==> config.mk <==
export PLATFORM = sky130hd
export DESIGN_NAME = spectrum_ram_writer_flat
export DESIGN_NICKNAME = d
export VERILOG_FILES = /design/src/rtl/spectrum_ram_writer_if.sv /design/src/rtl/spectrum_ram_writer.sv /design/src/flat_wrapper.sv
export SDC_FILE = /design/constraint.sdc
export NUM_CORES = 1
export LEC_CHECK = 0
export CORE_MARGIN = 5
export CORE_UTILIZATION = 50
export DETAILED_ROUTE_END_ITERATION = 6
export PLACE_DENSITY = 0.82
export SKIP_CTS_REPAIR_TIMING = 1
export SYNTH_ARGS = -nofsm -noshare
export SYNTH_HDL_FRONTEND = slang
export SYNTH_SLANG_ARGS = --single-unit
export TNS_END_PERCENT = 50
==> constraint.sdc <==
create_clock -name clk -period 2.7 [get_ports clk]
set_input_delay 0.405 -clock clk [delete_from_list [all_inputs] [get_ports clk]]
set_output_delay 0.405 -clock clk [all_outputs]
set_load 0.02 [all_outputs]
==> src/rtl/spectrum_ram_writer_if.sv <==
// Streamed FFT magnitude beats into the spectrogram RAM writer.
// Driver owns valid/data/last; the writer owns ready.
interface spectrum_ram_writer_if #(
  parameter int IN_W = 16
);
  logic            s_valid;
  logic            s_ready;
  logic [IN_W-1:0] s_data;
  logic            s_last;

  modport master (
    output s_valid,
    output s_data,
    output s_last,
    input  s_ready
  );

  modport slave (
    input  s_valid,
    input  s_data,
    input  s_last,
    output s_ready
  );
endinterface

==> src/rtl/spectrum_ram_writer.sv <==
// Writes the kept half of each FFT frame into the banked spectrogram RAM
// and tracks the ring of spectra whose oldest slot feeds the display.
module spectrum_ram_writer #(
  parameter int NO_BANKS       = 2,
  parameter int RAM_ADDR_WIDTH = 12,
  parameter int NO_FFTS        = 50,
  parameter int FFT_SIZE       = 256,
  parameter int IN_W           = 16,
  parameter int PIX_W          = 4,
  parameter int SHIFT          = 8
) (
  input  logic                       clk,
  input  logic                       rst_n,
  spectrum_ram_writer_if.slave       s,
  input  logic                       freeze,
  output logic [NO_BANKS-1:0]        wr_bank_select,
  output logic [RAM_ADDR_WIDTH-1:0]  wr_address,
  output logic [PIX_W-1:0]           wr_data,
  output logic [$clog2(NO_FFTS)-1:0] oldest_fft_idx,
  output logic                       frame_done,
  output logic                       frame_err
);

  localparam int W    = $clog2(NO_FFTS);
  localparam int HALF = FFT_SIZE / 2;
  localparam int BW   = $clog2(HALF);
  localparam int CW   = $clog2(FFT_SIZE);
  localparam int PMAX = (2 ** PIX_W) - 1;

  typedef enum logic [2:0] {
    IDLE,
    WRITE,
    SKIP,
    COMMIT,
    DROP
  } state_t;

  state_t          state;
  state_t          nxt;
  logic [CW-1:0]   bin_cnt;
  logic [W-1:0]    wr_idx;
  logic            filled;
  logic            frz;

  logic            acc;
  logic [CW-1:0]   cur_bin;
  logic            frz_now;
  logic [IN_W-1:0] sh;
  logic [PIX_W-1:0] pix;
  logic            last_bin;
  logic            wrap;
  logic [W-1:0]    idx_nxt;
  logic            filled_nxt;

  always_comb begin
    acc        = s.s_valid && s.s_ready;
    cur_bin    = (state == IDLE) ? '0 : bin_cnt;
    frz_now    = (state == IDLE) ? freeze : frz;
    sh         = s.s_data >> SHIFT;
    pix        = (sh > IN_W'(PMAX)) ? PIX_W'(PMAX)
                                    : sh[PIX_W-1:0];
    last_bin   = (cur_bin == CW'(FFT_SIZE - 1));
    wrap       = (wr_idx == W'(NO_FFTS - 1));
    idx_nxt    = wrap ? '0 : wr_idx + 1'b1;
    filled_nxt = filled | wrap;
  end

  // A frame ends at s_last or the final bin; only both together commit.
  always_comb begin
    nxt = state;
    unique case (state)
      IDLE: begin
        if (acc) nxt = s.s_last ? DROP : WRITE;
      end
      WRITE: begin
        if (acc) begin
          if (s.s_last)
            nxt = DROP;
          else if (cur_bin == CW'(HALF - 1))
            nxt = SKIP;
        end
      end
      SKIP: begin
        if (acc) begin
          if (last_bin)
            nxt = s.s_last ? COMMIT : DROP;
          else if (s.s_last)
            nxt = DROP;
        end
      end
      COMMIT:  nxt = IDLE;
      DROP:    nxt = IDLE;
      default: nxt = IDLE;
    endcase
  end

  always_ff @(posedge clk or negedge rst_n) begin
    if (!rst_n) begin
      state          <= IDLE;
      s.s_ready      <= 1'b0;
      bin_cnt        <= '0;
      wr_idx         <= '0;
      filled         <= 1'b0;
      frz            <= 1'b0;
      wr_bank_select <= '0;
      wr_address     <= '0;
      wr_data        <= '0;
      oldest_fft_idx <= '0;
      frame_done     <= 1'b0;
      frame_err      <= 1'b0;
    end else begin
      state          <= nxt;
      s.s_ready      <= (nxt == IDLE) || (nxt == WRITE)
                     || (nxt == SKIP);
      frame_done     <= (nxt == COMMIT);
      frame_err      <= (nxt == DROP);
      wr_bank_select <= '0;
      if (acc) begin
        bin_cnt <= cur_bin + 1'b1;
        if (state == IDLE) frz <= freeze;
        if (cur_bin < CW'(HALF) && !frz_now) begin
          wr_bank_select <= NO_BANKS'(1) << wr_idx[W-1];
          wr_address     <= {wr_idx[W-2:0], cur_bin[BW-1:0]};
          wr_data        <= pix;
        end
      end
      if (state == COMMIT || state == DROP) bin_cnt <= '0;
      if (state == COMMIT && !frz) begin
        wr_idx         <= idx_nxt;
        filled         <= filled_nxt;
        oldest_fft_idx <= filled_nxt ? idx_nxt : '0;
      end
    end
  end

endmodule

==> src/flat_wrapper.sv <==
// flat-port wrapper written by rule: the top's interface ports become plain ports
module spectrum_ram_writer_flat 
#(
  parameter int NO_BANKS       = 2,
  parameter int RAM_ADDR_WIDTH = 12,
  parameter int NO_FFTS        = 50,
  parameter int FFT_SIZE       = 256,
  parameter int IN_W           = 16,
  parameter int PIX_W          = 4,
  parameter int SHIFT          = 8
)
  (clk, rst_n, freeze, wr_bank_select, wr_address, wr_data, oldest_fft_idx, frame_done, frame_err, s_s_valid, s_s_data, s_s_last, s_s_ready);
  spectrum_ram_writer_if #(.IN_W(IN_W)) s_i ();
  input  logic clk;
  input  logic rst_n;
  input  logic freeze;
  output logic [NO_BANKS-1:0] wr_bank_select;
  output logic [RAM_ADDR_WIDTH-1:0] wr_address;
  output logic [PIX_W-1:0] wr_data;
  output logic [$clog2(NO_FFTS)-1:0] oldest_fft_idx;
  output logic frame_done;
  output logic frame_err;
  input wire logic [$bits(s_i.s_valid)-1:0] s_s_valid;
  input wire logic [$bits(s_i.s_data)-1:0] s_s_data;
  input wire logic [$bits(s_i.s_last)-1:0] s_s_last;
  output wire logic [$bits(s_i.s_ready)-1:0] s_s_ready;
  assign s_i.s_valid = s_s_valid;
  assign s_i.s_data = s_s_data;
  assign s_i.s_last = s_s_last;
  assign s_s_ready = s_i.s_ready;
  spectrum_ram_writer #(.NO_BANKS(NO_BANKS), .RAM_ADDR_WIDTH(RAM_ADDR_WIDTH), .NO_FFTS(NO_FFTS), .FFT_SIZE(FFT_SIZE), .IN_W(IN_W), .PIX_W(PIX_W), .SHIFT(SHIFT)) u_core (.clk(clk), .rst_n(rst_n), .s(s_i), .freeze(freeze), .wr_bank_select(wr_bank_select), .wr_address(wr_address), .wr_data(wr_data), .oldest_fft_idx(oldest_fft_idx), .frame_done(frame_done), .frame_err(frame_err));
endmodule
==> results of run 1 <==
-- cell families (layout without fill, tap and decap cells) --
| kind of cell | Yosys count | after routing |
|---|---|---|
| AOI/OAI and AO/OA | 37 | 37 |
| xor gates and xnor gates | 7 | 7 |
| adders and majority gates | 3 | 3 |
| buffers and inverters | 13 | 52 |
| DFF | 46 | 46 |
| muxes | 17 | 17 |
| and+or+nand+nor | 78 | 78 |
-- per-stage QoR --
stage	power, mW	hold slack (ns)	utilization, %
3_5_place_dp	1.10	0.465	60.6
4_1_cts	1.61	0.303	63.2
3_3_place_gp	1.09	0.460	60.6
2_1_floorplan	0.991	0.109	-
5_1_grt	1.67	0.345	63.2
6_report	1.59	0.265	63.2
-- flip-flops by register name, summed over array words and instances (netlist names) --
name,cells
u_core.bin_cnt,8
u_core.filled,1
u_core.frame_done,1
u_core.frame_err,1
u_core.frz,1
u_core.oldest_fft_idx,6
u_core.s.s_ready,1
u_core.state,3
u_core.wr_address,12
u_core.wr_bank_select,2
u_core.wr_data,4
u_core.wr_idx,6
-- layout make-up --
type / instances / area (um2)
clock buffers: 5 / 68.8
clock inverters: 3 / 43.8
fillers: 379 / 1590
inverters: 2 / 7.51
multi-input cells: 142 / 990
flip-flops and latches: 46 / 1150
well taps: 52 / 65.1
repair buffers: 42 / 408
-- per-layer routing --
metal	share of wire (%)	global-route usage [%]	wire [um]	vias up
li1	-	-	-	788
met1	45	18.8	1870	792
met2	51	25.9	2130	30
met3	3.7	3.31	154	5
met4	1.0	4.55	44	0
met5	0	0	0	-
-- report_power, final --
group / internal (mW) / total (mW) / leakage, nW / switching (mW)
registers: 0.734 / 0.772 / 0.607 / 0.0379
logic: 0.139 / 0.306 / 0.530 / 0.167
clock network: 0.277 / 0.511 / 0.0585 / 0.234
total: 1.15 / 1.59 / 1.20 / 0.439
-- critical path: stages (launching register included) --
cell and delay, ns:
dfrtp_1 0.48, or3_4 0.49, and2_1 0.20, ha_1 0.21
and3_1 0.24, and4_4 0.22, or4_4 0.42, o311ai_1 0.11
-- worst min-delay path by stage --
stage	from	end	slack [ns]	cells after the start
3_5_place_dp	u_core.filled	u_core.filled	0.47	1
4_1_cts	rst_n	u_core.wr_address[6]	0.30	1
3_3_place_gp	u_core.filled	u_core.filled	0.46	1
6_report	rst_n	u_core.bin_cnt[1]	0.27	1
2_1_floorplan	rst_n	u_core.bin_cnt[0]	0.11	0
5_1_grt	rst_n	u_core.wr_address[3]	0.35	1
-- cell usage in the layout, fill, tap and decap left out, types with 2 or more instances in the layout --
cell             synthesis  final
o311ai_1                 2      2
dfrtp_1                 46     46
clkbuf_8                 0      5
o21ai_0                  8      8
mux2_4                   4      4
nand3_1                  4      4
clkdlybuf4s50_1          0     38
nand4_1                  8      8
o22ai_1                  3      3
nand2_1                 22     22
a21bo_2                  4      4
inv_1                    2      2
xor2_1                   5      5
mux2i_1                  2      2
and3_1                   5      5
nor2_1                  17     17
a31oi_1                  3      3
buf_4                    2      3
nand2b_1                 5      5
and2_1                   4      4
nor3_2                   2      2
xnor2_1                  2      2
ha_1                     3      3
mux2_2                  11     11
o31ai_1                  6      6
a21oi_1                  4      4
==> impl_metrics.csv, run 1 <==
group,metric,value,unit
run_status,run_status,"finished, final reports clean",
setup_path,reg2reg_depth,7,
route,vias_per_cell,5.53,
synth,synthArstFlopShare,100,%
synth,synth_flop_cell,"dfrtp_1",
floorplanning,coreArea,0.00432,mm2
synth,synth_compound_area_share,12.0,%
setup_path,cp-end-kind,"flip-flop",
clock_tree,cts-buffers-inserted,5,
route,drtIter0Drc,75,
clock_tree,clkSinkCount,46,
synth,ys_seq_area_share,52.0,%
setup_path,r2r_setup_slack,0.23,ns
global_route,antenna_found_initial,0,
floorplanning,fp.dieW,76.6,um
floorplanning,ioPinCount,48,
clock_tree,htree_levels,2,
clock_tree,clk_latency,0.30,ns
global_route,grt-ovfl-total,0,
synth,yosys.area_share.simple,19.0,%
clock_tree,root_buffer,"clkbuf_8",
timing,fin_crit_sh,91.6,%
floorplanning,initial_utilization,51.2,%
global_route,grt_use_total,15.0,%
synth,yosysWarnings,0,
route,drt_wl_total,4200,um
synth,synth.area.top_cells,"dfrtp_1 52%, mux2_2 5.6%, nand2_1 3.7%",
finish,insertedDiodeCount,0,
timing,tightestPinTransition,0.985,ns
power,vdd_drop_max,0.295,mV
timing,finalWorstSetupSlack,0.227,ns
placement,place_hpwl,3000,um
hold_path,hold_class,"in2async",
floorplanning,die_h,76.6,um
synth,synth_mux_area_share,9.21,%
floorplanning,num_rows,24,
power,p_leak,1.20,nW
finish,area_growth,23.4,%
placement,portBuffers,39,
timing,maxSlewViolCount,0,
floorplanning,die_area,0.00586,mm2
setup_path,crit_end,"u_core.state[2]",
synth,synth.distinct_cells,45,
timing,max_freq,0.404,GHz
clock_tree,cts_max_path_buffers,2,
route,first_pass_iters,4,
timing,grt_setup_unrepaired,"false",
power,power_density,581,mW/mm2
timing,fin_skew,0.00448,ns
setup_path,regToRegStartpoint,"u_core.state[0]",
placement,dp_cells,284,
timing,relSlewSlack,34.3,%
clock_tree,clkTransAtPathRegs,0.08,ns
finish,drive_gt1_share,16.3,%
timing,setup_tns,0,ns
synth,yosys.area.top_type,"dfrtp_1",
synth,postSynthCellCount,201,
timing,fin_crit,2.47,ns
synth,synth_fa_ha_area_share,1.69,%
route,drc_errors,0,
synth,synth_area_per_cell,11.0,um2
route,wl_per_cell,14.4,um
timing,hold_violations,0,
finish,layout.nets,263,
timing,finalSetupViolations,0,
finish,final_cell_count_no_fill,292,
synth,synth_most_common_cell,"dfrtp_1",
setup_path,crit_type,"reg2reg",
setup_path,required,2.89,ns
route,ant_nets,0,
synth,synth_nets,225,
setup_path,cp-startpoint,"u_core.state[0]",
placement,dpl-instance-area,0.00262,mm2
synth,ys_seq_elements,46,
finish,final_area,0.00273,mm2
synth,syn_area,0.00221,mm2
synth,yosys-top-cells-count,"46 x dfrtp_1, 22 x nand2_1, 17 x nor2_1",
global_route,grt_pass1_vias,1628,
global_route,grt_start_max_net_pins,47,
clock_tree,tritoncts,"built",
synth,synth_edf_count,0,
global_route,grt_pass1_wl,7370,um
setup_path,critical_path_arrival,2.66,ns
placement,dp_slack,0.257,ns
synth,synth_top_area_share,52.0,%
route,via_count,1615,
setup_path,crit_fanout,12,
placement,gp_congestion,0.800,
setup_path,start_kind,"flip-flop",
synth,synth-xor-area-share,2.77,%
synth,synth_top_family_by_area,"simple AND/OR/NAND/NOR gates",
run,cap_viol_max_count,0,
setup_path,r2r_end,"u_core.state[2]",
(Power assumes the default switching activity.)
==> run 2: changes to the inputs <==
==> constraint.sdc (replaced) <==
create_clock -name clk -period 2.7 [get_ports clk]
set_input_delay 0.405 -clock clk [delete_from_list [all_inputs] [get_ports clk]]
set_output_delay 0.405 -clock clk [all_outputs]
set_load 0.1 [all_outputs]
==> impl_metrics.csv, run 2 (same netlist as run 1, synthesis figures left out) <==
group,metric,value,unit
placement,gp_congestion,0.808,
setup_path,reg2reg_depth,7,
placement,dp_cells,286,
finish,layout.nets,265,
timing,relSlewSlack,54.8,%
floorplanning,initial_utilization,51.2,%
clock_tree,clk_latency,0.29,ns
setup_path,crit_type,"reg2reg",
setup_path,required,2.89,ns
run,cap_viol_max_count,0,
placement,dpl-instance-area,0.00257,mm2
setup_path,critPathSlowestCell,"or3_4",
setup_path,crit_end,"u_core.frame_err",
power,p_leak,1.24,nW
finish,area_growth,20.1,%
power,p_clk_share,26.3,%
setup_path,cp-end-kind,"flip-flop",
global_route,grt_pass1_wl,7560,um
floorplanning,num_rows,24,
power,combPwrFrac,26.7,%
route,vias_per_cell,5.48,
clock_tree,clkTransAtPathRegs,0.08,ns
floorplanning,die_area,0.00586,mm2
global_route,antenna_found_initial,0,
power,sequentialPowerShare,47.0,%
route,ant_nets,0,
timing,tightestPinTransition,0.676,ns
setup_path,path_cells,"or3_4 > and2_1 > ha_1 > and3_1 > and4_4 > or4_4 > o311ai_1",
power,swShare,34.7,%
route,drtIter0Drc,82,
placement,place_hpwl,3070,um
finish,drive_gt1_share,27.7,%
power,intPower,1.07,mW
power,p_sw,0.569,mW
setup_path,regToRegStartpoint,"u_core.state[0]",
finish,final_area,0.00266,mm2
route,first_pass_iters,4,
finish,final_cell_count_no_fill,294,
floorplanning,fp.dieW,76.6,um
finish,most-common-layout-cells,"46 x dfrtp_1, 32 x buf_4, 22 x nand2_1",
finish,largestRegisters,"u_core.wr_address: 12 flops, u_core.bin_cnt: 8 flops",
global_route,grt_start_max_net_pins,27,
setup_path,r2r_setup_slack,0.21,ns
clock_tree,cts-buffers-inserted,5,
global_route,met3_usage,5.20,%
global_route,grt_use_total,15.7,%
placement,portBuffers,39,
global_route,grt_pass1_vias,1566,
setup_path,worstPathBufferInverterCount,0,
floorplanning,coreArea,0.00432,mm2
timing,hold_ws,0.0911,ns
finish,insertedDiodeCount,0,
power,power_density,617,mW/mm2
timing,setup_tns,0,ns
global_route,use_met2,24.0,%
setup_path,cp-startpoint,"u_core.state[0]",
timing,maxSlewViolCount,0,
timing,fin_crit,2.49,ns
power,p_total,1.64,mW
route,wl_per_cell,14.4,um
clock_tree,root_buffer,"clkbuf_8",
setup_path,critical_path_arrival,2.68,ns
setup_path,critical_path.top_delay_family,"simple AND/OR/NAND/NOR gates",
route,drc_errors,0,
global_route,met1_usage,21.5,%
timing,hold_violations,0,
timing,grt_setup_unrepaired,"false",
finish,layout_commonest_cell,"dfrtp_1",
clock_tree,htree_levels,2,
timing,max_freq,0.402,GHz
setup_path,cp_num_cells,7,
floorplanning,die_h,76.6,um
run_status,run_status,"finished, final reports clean",
clock_tree,clkSinkCount,46,
setup_path,crit_fanout,12,
hold_path,hold_class,"in2async",
power,vdd_drop_max,0.274,mV
clock_tree,cts_max_path_buffers,2,
timing,fin_skew,0.00551,ns
route,via_count,1611,
timing,fin_crit_sh,92.1,%
global_route,grt-ovfl-total,0,
route,drt_wl_total,4230,um
global_route,top_usage_layer,"met2",
timing,finalSetupViolations,0,
setup_path,r2r_end,"u_core.frame_err",
floorplanning,ioPinCount,48,
clock_tree,tritoncts,"built",
setup_path,max_stage_delay,0.49,ns
setup_path,start_kind,"flip-flop",
finish,regMostFlops,"u_core.wr_address",
finish,largest_reg_flops,12,
## run 2: changes by cell type in the layout (fill, tap and decap cells not counted), sizes merged
cell           change
clkdlybuf4s50     -27
bufinv             -1
buf               +29
clkbuf             +2
inv                -1
## run 2: per-stage QoR
stage	worst slack [ns]	util, %
3_5_place_dp	0.234	59.4
3_3_place_gp	0.283	59.4
6_report	0.214	61.5
5_1_grt	0.0883	61.5
2_1_floorplan	0.249	-
4_1_cts	0.202	61.5
## run 2: final cells by class
class                      instances  area, um2
clock buffer                       7       86.3
clock inverter                     1       5.00
fill                             371       1660
inverter                           2       7.51
multi-input combinational        142        990
sequential                        46       1150
tap                               52       65.1
timing repair buffer              44        355
## run 2: power by group through the flow
stage / logic, mW / registers, mW / clock network (mW)
after global placement: 0.437 / 0.784 / 0
after CTS: 0.442 / 0.773 / 0.448
after floorplan: 0.190 / 0.938 / 0
after detailed placement: 0.441 / 0.786 / 0
after global routing: 0.471 / 0.781 / 0.481
final: 0.438 / 0.772 / 0.431
## run 2: how the worst min path moves through the flow
stage           from                end  slack [ns]  cells past startpoint
2_1_floorplan  rst_n  u_core.bin_cnt[0]        0.11                      0
3_5_place_dp   rst_n  u_core.bin_cnt[1]        0.44                      1
6_report       rst_n  u_core.bin_cnt[6]        0.09                      1
3_3_place_gp   rst_n  u_core.bin_cnt[6]        0.43                      1
4_1_cts        rst_n  u_core.bin_cnt[1]        0.11                      1
5_1_grt        rst_n  u_core.bin_cnt[1]        0.13                      1
## run 2: per-layer routing
| metal | share of wire (%) | wire, um | vias to the layer above |
|---|---|---|---|
| li1 | - | - | 798 |
| met1 | 43 | 1840 | 766 |
| met2 | 50 | 2100 | 40 |
| met3 | 5.6 | 238 | 7 |
| met4 | 1.2 | 50 | 0 |
| met5 | 0 | 0 | - |
